[src/rtl/buffer_pkg.sv]
// Shared defaults for the line buffer hierarchy and a helper that sizes the column counter.
package buffer_pkg;

    localparam int unsigned DefPixelWidth   = 1;
    localparam int unsigned DefImageWidth   = 640;
    localparam int unsigned DefAddrWidth    = 10;
    localparam int unsigned DefWindowHeight = 3;
    localparam int unsigned DefRowWidth     = 9;

    // Smallest counter width that can address every column of a line.
    function automatic int unsigned min_addr_width(input int unsigned width);
        int unsigned w;
        w = 1;
        while ((64'd1 << w) < 64'(width)) begin
            w = w + 1;
        end
        return w;
    endfunction

endpackage

[src/rtl/line_ram.sv]
// One stored image line: single port, synchronous write, registered read-old-data.
module line_ram
    import buffer_pkg::*;
#(
    parameter int unsigned PixelWidth = DefPixelWidth,
    parameter int unsigned Depth      = DefImageWidth,
    parameter int unsigned AddrWidth  = DefAddrWidth
) (
    input  logic                  clk_i,
    input  logic                  rst_i,
    input  logic                  we_i,
    input  logic [AddrWidth-1:0]  addr_i,
    input  logic [PixelWidth-1:0] wdata_i,
    output logic [PixelWidth-1:0] old_o,
    output logic [PixelWidth-1:0] rdata_o
);

    logic [PixelWidth-1:0] mem_q [Depth];
    logic [PixelWidth-1:0] rdata_q, rdata_d;

    // Pre-write contents at the addressed slot; feeds the next line's write cascade.
    assign old_o = mem_q[addr_i];

    always_comb begin
        rdata_d = rdata_q;
        if (we_i) begin
            rdata_d = mem_q[addr_i];
        end
    end

    always_ff @(posedge clk_i) begin
        if (rst_i) begin
            rdata_q <= '0;
        end else begin
            rdata_q <= rdata_d;
        end
    end

    always_ff @(posedge clk_i) begin
        if (we_i) begin
            mem_q[addr_i] <= wdata_i;
        end
    end

    assign rdata_o = rdata_q;

endmodule

[src/rtl/line_window_buffer.sv]
// Raster stream to vertical pixel columns: raster counters, line RAM cascade, output registers.
module line_window_buffer
    import buffer_pkg::*;
#(
    parameter int unsigned PixelWidth   = DefPixelWidth,
    parameter int unsigned ImageWidth   = DefImageWidth,
    parameter int unsigned AddrWidth    = DefAddrWidth,
    parameter int unsigned WindowHeight = DefWindowHeight,
    parameter int unsigned RowWidth     = DefRowWidth
) (
    input  logic                               Clock,
    input  logic                               Reset,
    input  logic                               FrameStart,
    input  logic                               PixelValid,
    input  logic [PixelWidth-1:0]              PixelIn,
    output logic                               ColumnValid,
    output logic [WindowHeight*PixelWidth-1:0] ColumnOut,
    output logic [AddrWidth-1:0]               OutX,
    output logic [RowWidth-1:0]                OutY
);

    localparam int unsigned NumLines = WindowHeight - 1;

    if (AddrWidth < min_addr_width(ImageWidth)) begin : g_bad_addr_width
        $error("AddrWidth too narrow for ImageWidth");
    end

    logic [AddrWidth-1:0]  col_q, col_d, eff_col;
    logic [RowWidth-1:0]   row_q, row_d, eff_row;
    logic [PixelWidth-1:0] pix_q, pix_d;
    logic [AddrWidth-1:0]  out_x_q, out_x_d;
    logic [RowWidth-1:0]   out_y_q, out_y_d;
    logic                  valid_q, valid_d;
    logic                  ram_we;

    logic [PixelWidth-1:0] ram_old   [NumLines];
    logic [PixelWidth-1:0] ram_rdata [NumLines];

    assign ram_we = PixelValid & ~Reset;

    for (genvar g = 0; g < NumLines; g++) begin : g_line
        logic [PixelWidth-1:0] wdata;
        if (g == 0) begin : g_head
            assign wdata = PixelIn;
        end else begin : g_tail
            assign wdata = ram_old[g-1];
        end

        line_ram #(
            .PixelWidth (PixelWidth),
            .Depth      (ImageWidth),
            .AddrWidth  (AddrWidth)
        ) u_line_ram (
            .clk_i   (Clock),
            .rst_i   (Reset),
            .we_i    (ram_we),
            .addr_i  (eff_col),
            .wdata_i (wdata),
            .old_o   (ram_old[g]),
            .rdata_o (ram_rdata[g])
        );
    end

    always_comb begin
        eff_col = FrameStart ? '0 : col_q;
        eff_row = FrameStart ? '0 : row_q;
        col_d   = col_q;
        row_d   = row_q;
        pix_d   = pix_q;
        out_x_d = out_x_q;
        out_y_d = out_y_q;
        valid_d = 1'b0;
        if (PixelValid) begin
            pix_d   = PixelIn;
            out_x_d = eff_col;
            out_y_d = eff_row;
            valid_d = (eff_row >= RowWidth'(WindowHeight - 1));
            if (eff_col == AddrWidth'(ImageWidth - 1)) begin
                col_d = '0;
                row_d = (eff_row == {RowWidth{1'b1}}) ? eff_row : eff_row + 1'b1;
            end else begin
                col_d = eff_col + 1'b1;
                row_d = eff_row;
            end
        end
    end

    always_ff @(posedge Clock) begin
        if (Reset) begin
            col_q   <= '0;
            row_q   <= '0;
            pix_q   <= '0;
            out_x_q <= '0;
            out_y_q <= '0;
            valid_q <= 1'b0;
        end else begin
            col_q   <= col_d;
            row_q   <= row_d;
            pix_q   <= pix_d;
            out_x_q <= out_x_d;
            out_y_q <= out_y_d;
            valid_q <= valid_d;
        end
    end

    // Slice 0 is the live pixel; slice i is what line RAM i-1 held for this column.
    always_comb begin
        ColumnOut = '0;
        ColumnOut[PixelWidth-1:0] = pix_q;
        for (int i = 1; i < WindowHeight; i++) begin
            ColumnOut[i*PixelWidth +: PixelWidth] = ram_rdata[i-1];
        end
    end

    assign ColumnValid = valid_q;
    assign OutX        = out_x_q;
    assign OutY        = out_y_q;

endmodule

[config.mk]
export PLATFORM = sky130hd
export DESIGN_NAME = line_window_buffer
export DESIGN_NICKNAME = d
export VERILOG_FILES = /design/src/rtl/buffer_pkg.sv /design/src/rtl/line_ram.sv /design/src/rtl/line_window_buffer.sv
export SDC_FILE = /design/constraint.sdc
export NUM_CORES = 2
export LEC_CHECK = 0
export ABC_AREA = 1
export ABC_CLOCK_PERIOD_IN_PS = 15580
export BUFFER_PORTS_ARGS = -buffer_cell sky130_fd_sc_hd__buf_2
export CAP_MARGIN = 25
export CORE_UTILIZATION = 50
export CTS_BUF_LIST = sky130_fd_sc_hd__clkbuf_8
export CTS_CLUSTER_DIAMETER = 60
export DETAILED_ROUTE_END_ITERATION = 10
export GPL_TIMING_DRIVEN = 0
export PLACE_DENSITY = 0.76
export REMOVE_ABC_BUFFERS = 1
export SLEW_MARGIN = 15
export SYNTH_ARGS = -nofsm -noshare
export SYNTH_HDL_FRONTEND = slang
export SYNTH_SLANG_ARGS = --single-unit
export TNS_END_PERCENT = 100
[constraint.sdc]
create_clock -name Clock -period 15.58 [get_ports Clock]
set_input_delay 1.558 -clock Clock [delete_from_list [all_inputs] [get_ports Clock]]
set_output_delay 1.558 -clock Clock [all_outputs]
set_load 0.02 [all_outputs]
==> impl_metrics.env <==
export IMPL_maxCapViolCount=0
export IMPL_async_flop_share=0
export IMPL_clkSlewWorstSetupHoldPaths_ns=0.06
export IMPL_ant_nets=0
export IMPL_die_area_um2=117000
export IMPL_grt_pass1_vias=39200
export IMPL_synth_mux_area_frac=0.000347
export IMPL_grt_most_used_layer="met2"
export IMPL_critPathTopFamily="buffers and inverters"
export IMPL_final_layout_size_suffix_gt1_frac=0.0985
export IMPL_min_period_ns=7.29
export IMPL_finalNetCount=5356
export IMPL_hold_viol_final=0
export IMPL_yosys_top_cells_count="1280 x edfxtp_1, 1092 x nor2_1, 952 x nand2_1"
export IMPL_synth_top_area_cell="edfxtp_1"
export IMPL_p_per_area_nw_per_um2=107
export IMPL_chipHeight_um=341
export IMPL_synth_compound_area_share=0.0700
export IMPL_worstPathMaxFanout=143
export IMPL_netlist_area_um2=57600
export IMPL_reg2reg_slack_ns=9.07
export IMPL_synthCells=5407
export IMPL_fin_skew_ns=0.0547
export IMPL_clk_latency_ns=0.89
export IMPL_place_congestion=0.839
export IMPL_synthTopCellsByArea="edfxtp_1 67%, nor2_1 7.1%, nand2_1 6.2%"
export IMPL_use_met2=0.423
export IMPL_critPathKind="input pin to register"
export IMPL_path_buf_inv=9
export IMPL_synth_xor_area_frac=0.000608
export IMPL_root_buffer="clkbuf_8"
export IMPL_cts_tree="yes"
export IMPL_drc=0
export IMPL_synth_fa_ha_area_frac=0.00130
export IMPL_r2r_end="g_line[1].u_line_ram.mem_q[279]"
export IMPL_grt_pass1_wl_um=235000
export IMPL_row_count=124
export IMPL_finalCoreUtilization=0.558
export IMPL_max_slew_margin=0.225
export IMPL_cts_inserted_buffers=201
export IMPL_initialDrtViolationCount=5852
export IMPL_crit_chain="buf_2 -> inv_8 -> nand2_8 -> buf_16 -> buf_16 -> buf_16 -> buf_16 -> o21ai_0 -> o21ai_0 -> nand2_1 -> nand2_1 -> nor2_1 -> nand3_1 -> a21oi_1 -> nand2_1 -> nand3_1 -> nand3_1 -> nand2_1 -> inv_8 -> buf_16 -> buf_16"
export IMPL_grt_max_degree=149
export IMPL_synth_yosys_seq_area_share=0.682
export IMPL_cts_setup_buffers=0
export IMPL_crit_slowest_cell="buf_2"
export IMPL_hold_path_depth=2
export IMPL_num_vias=41100
export IMPL_setup_violations=0
export IMPL_syn_avg_cell_area_um2=10.7
export IMPL_cpMostUsedCell="buf_16"
export IMPL_power_mw=6.86
export IMPL_status="completed"
export IMPL_timing_fmax_ghz=0.137
export IMPL_synth_most_common_cell="edfxtp_1"
export IMPL_grtUsageMet1=0.343
export IMPL_synth_top_area_share=0.667
export IMPL_cts_buffer_depth=3
export IMPL_p_leak_nw=22.7
export IMPL_crit_required_ns=16.14
export IMPL_grt_overflow=0
export IMPL_synth_warnings=0
export IMPL_cts_resized=0
export IMPL_ioPinCount=28
export IMPL_cts_sinks=1322
export IMPL_io_buffers=27
export IMPL_cp_depth=21
export IMPL_critPathCaptureType="register"
export IMPL_drt_first_pass_iters=6
export IMPL_max_stage_delay_ns=0.52
export IMPL_ys_types=52
export IMPL_grt_usage=0.271
export IMPL_grtUsageMet3=0.0769
export IMPL_routedWlPerCell_um=22.7
export IMPL_area_growth_pct=10.8
export IMPL_final_max_slew_viol_count=0
export IMPL_synthFlopType="edfxtp_1"
export IMPL_reg2regPathDepth=20
export IMPL_arrival_ns=7.85
export IMPL_synthSimpleGateAreaFrac=0.185
export IMPL_avgViaCountPerCell=5.86
export IMPL_hold_end="row_q[1]"
export IMPL_tightest_slew_ns=1.15
export IMPL_synth_edf_count=1280
export IMPL_antenna_found_initial=4
export IMPL_hpwl_um=89900
export IMPL_start_util=0.504
export IMPL_routed_wl_um=160000
export IMPL_cts_hold_buffers=0
export IMPL_r2r_start="col_q[0]"
export IMPL_hp_start="row_q[1]"
export IMPL_core_area_um2=114000
export IMPL_start_kind="input pin"
export IMPL_peakVddDrop_v=0.0000625
export IMPL_fin_crit_sh=0.468
export IMPL_die_width_um=341
export IMPL_htree_levels=4
export IMPL_hp_class="register to register"
export IMPL_grt_setup_unrepaired="false"
export IMPL_synth_top_family_by_area="simple AND/OR/NAND/NOR gates"
export IMPL_synth_seq_cells=1322
[worst register-to-register path: stages, from the launching register on]
cell	delay [ns]
dfxtp_4	0.46
buf_16	0.26
nand2_8	0.48
buf_16	0.44
buf_16	0.36
buf_16	0.42
buf_16	0.53
o21ai_0	0.21
o21ai_0	0.28
nand2_1	0.09
nand2_1	0.07
nor2_1	0.05
nand3_1	0.13
a21oi_1	0.09
nand2_1	0.16
nand3_1	0.30
nand3_1	0.17
nand2_1	0.16
inv_8	0.40
buf_16	0.50
buf_16	0.43
[how the worst max path moves through the flow]
stage / from / endpoint / slack (ns)
global placement: col_q[0] / g_line[1].u_line_ram.mem_q[434] / -21.92
global route: FrameStart / g_line[1].u_line_ram.mem_q[310] / 8.04
finish: FrameStart / g_line[1].u_line_ram.mem_q[279] / 8.29
CTS: FrameStart / g_line[1].u_line_ram.mem_q[310] / 8.64
detailed placement: FrameStart / g_line[1].u_line_ram.mem_q[310] / 7.75
floorplan: col_q[0] / g_line[1].u_line_ram.mem_q[0] / -4.21
[state kept, by name (all words and copies together) (netlist names)]
signal,flops
g_line.u_line_ram.mem_q,1280
OutX,10
g_line.u_line_ram.rdata_o,2
OutY,9
row_q,9
ColumnValid,1
pix_q,1
col_q,10
[layout make-up]
type | count | area, um2
sequential | 1322 | 39300
antenna | 2 | 5.00
timing repair buffer | 127 | 2450
inverter | 419 | 1600
tap | 1512 | 1890
clock buffer | 206 | 2840
multi-input combinational | 3274 | 15000
fill | 9076 | 50500
clock inverter | 156 | 783
[cells in the final DEF (no fill, tap or decap), types with 37 or more instances in the layout]
master and count:
dfxtp_1 41, o22ai_1 70, nor2_1 1088, or2_2 94, buf_16 51, clkbuf_8 206, nand2_2 37, clkinv_1 61
nand2_1 915, a21oi_1 71, o211ai_1 166, o21ai_0 321, nand3_1 360, edfxtp_1 1280, inv_1 471
[stage by stage]
stage / setup WS [ns] / cells / cell area (um2) / hold WS (ns) / TNS [ns]
after floorplan: -4.21 / 5015 / 55700 / 0.439 / -2697.33
after global placement: -21.92 / 6554 / 57700 / 0.454 / -
after detailed placement: 7.75 / 6653 / 60200 / 0.461 / 0
after CTS: 8.64 / 7015 / 63800 / 0.469 / 0
after global routing: 8.04 / 7017 / 63800 / 0.512 / 0
final: 8.29 / 7018 / 63800 / 0.472 / 0
[report_power, final]
group	internal [mW]	leakage, nW	switching [mW]
clock	1.29	2.08	1.32
sequential	3.93	11.8	0.00627
combinational	0.0750	8.76	0.227
[metal layers]
layer,vias to the layer above,part of all wire,routed length (um)
met4,6,0.058,9300
li1,18200,-,-
met1,19600,0.35,56500
met2,2712,0.45,72200
met3,581,0.14,21500
met5,-,0.00028,44
[cell families (layout without fill, tap and decap cells)]
group | count (synthesis) | after routing
muxes | 2 | 2
buffers and inverters | 811 | 908
adders and majority gates | 6 | 6
xor gates and xnor gates | 4 | 4
other | 0 | 2
AOI/OAI and AO/OA | 687 | 687
and+or+nand+nor | 2575 | 2575
DFF | 1322 | 1322
Power figures use the tool's default switching activity.
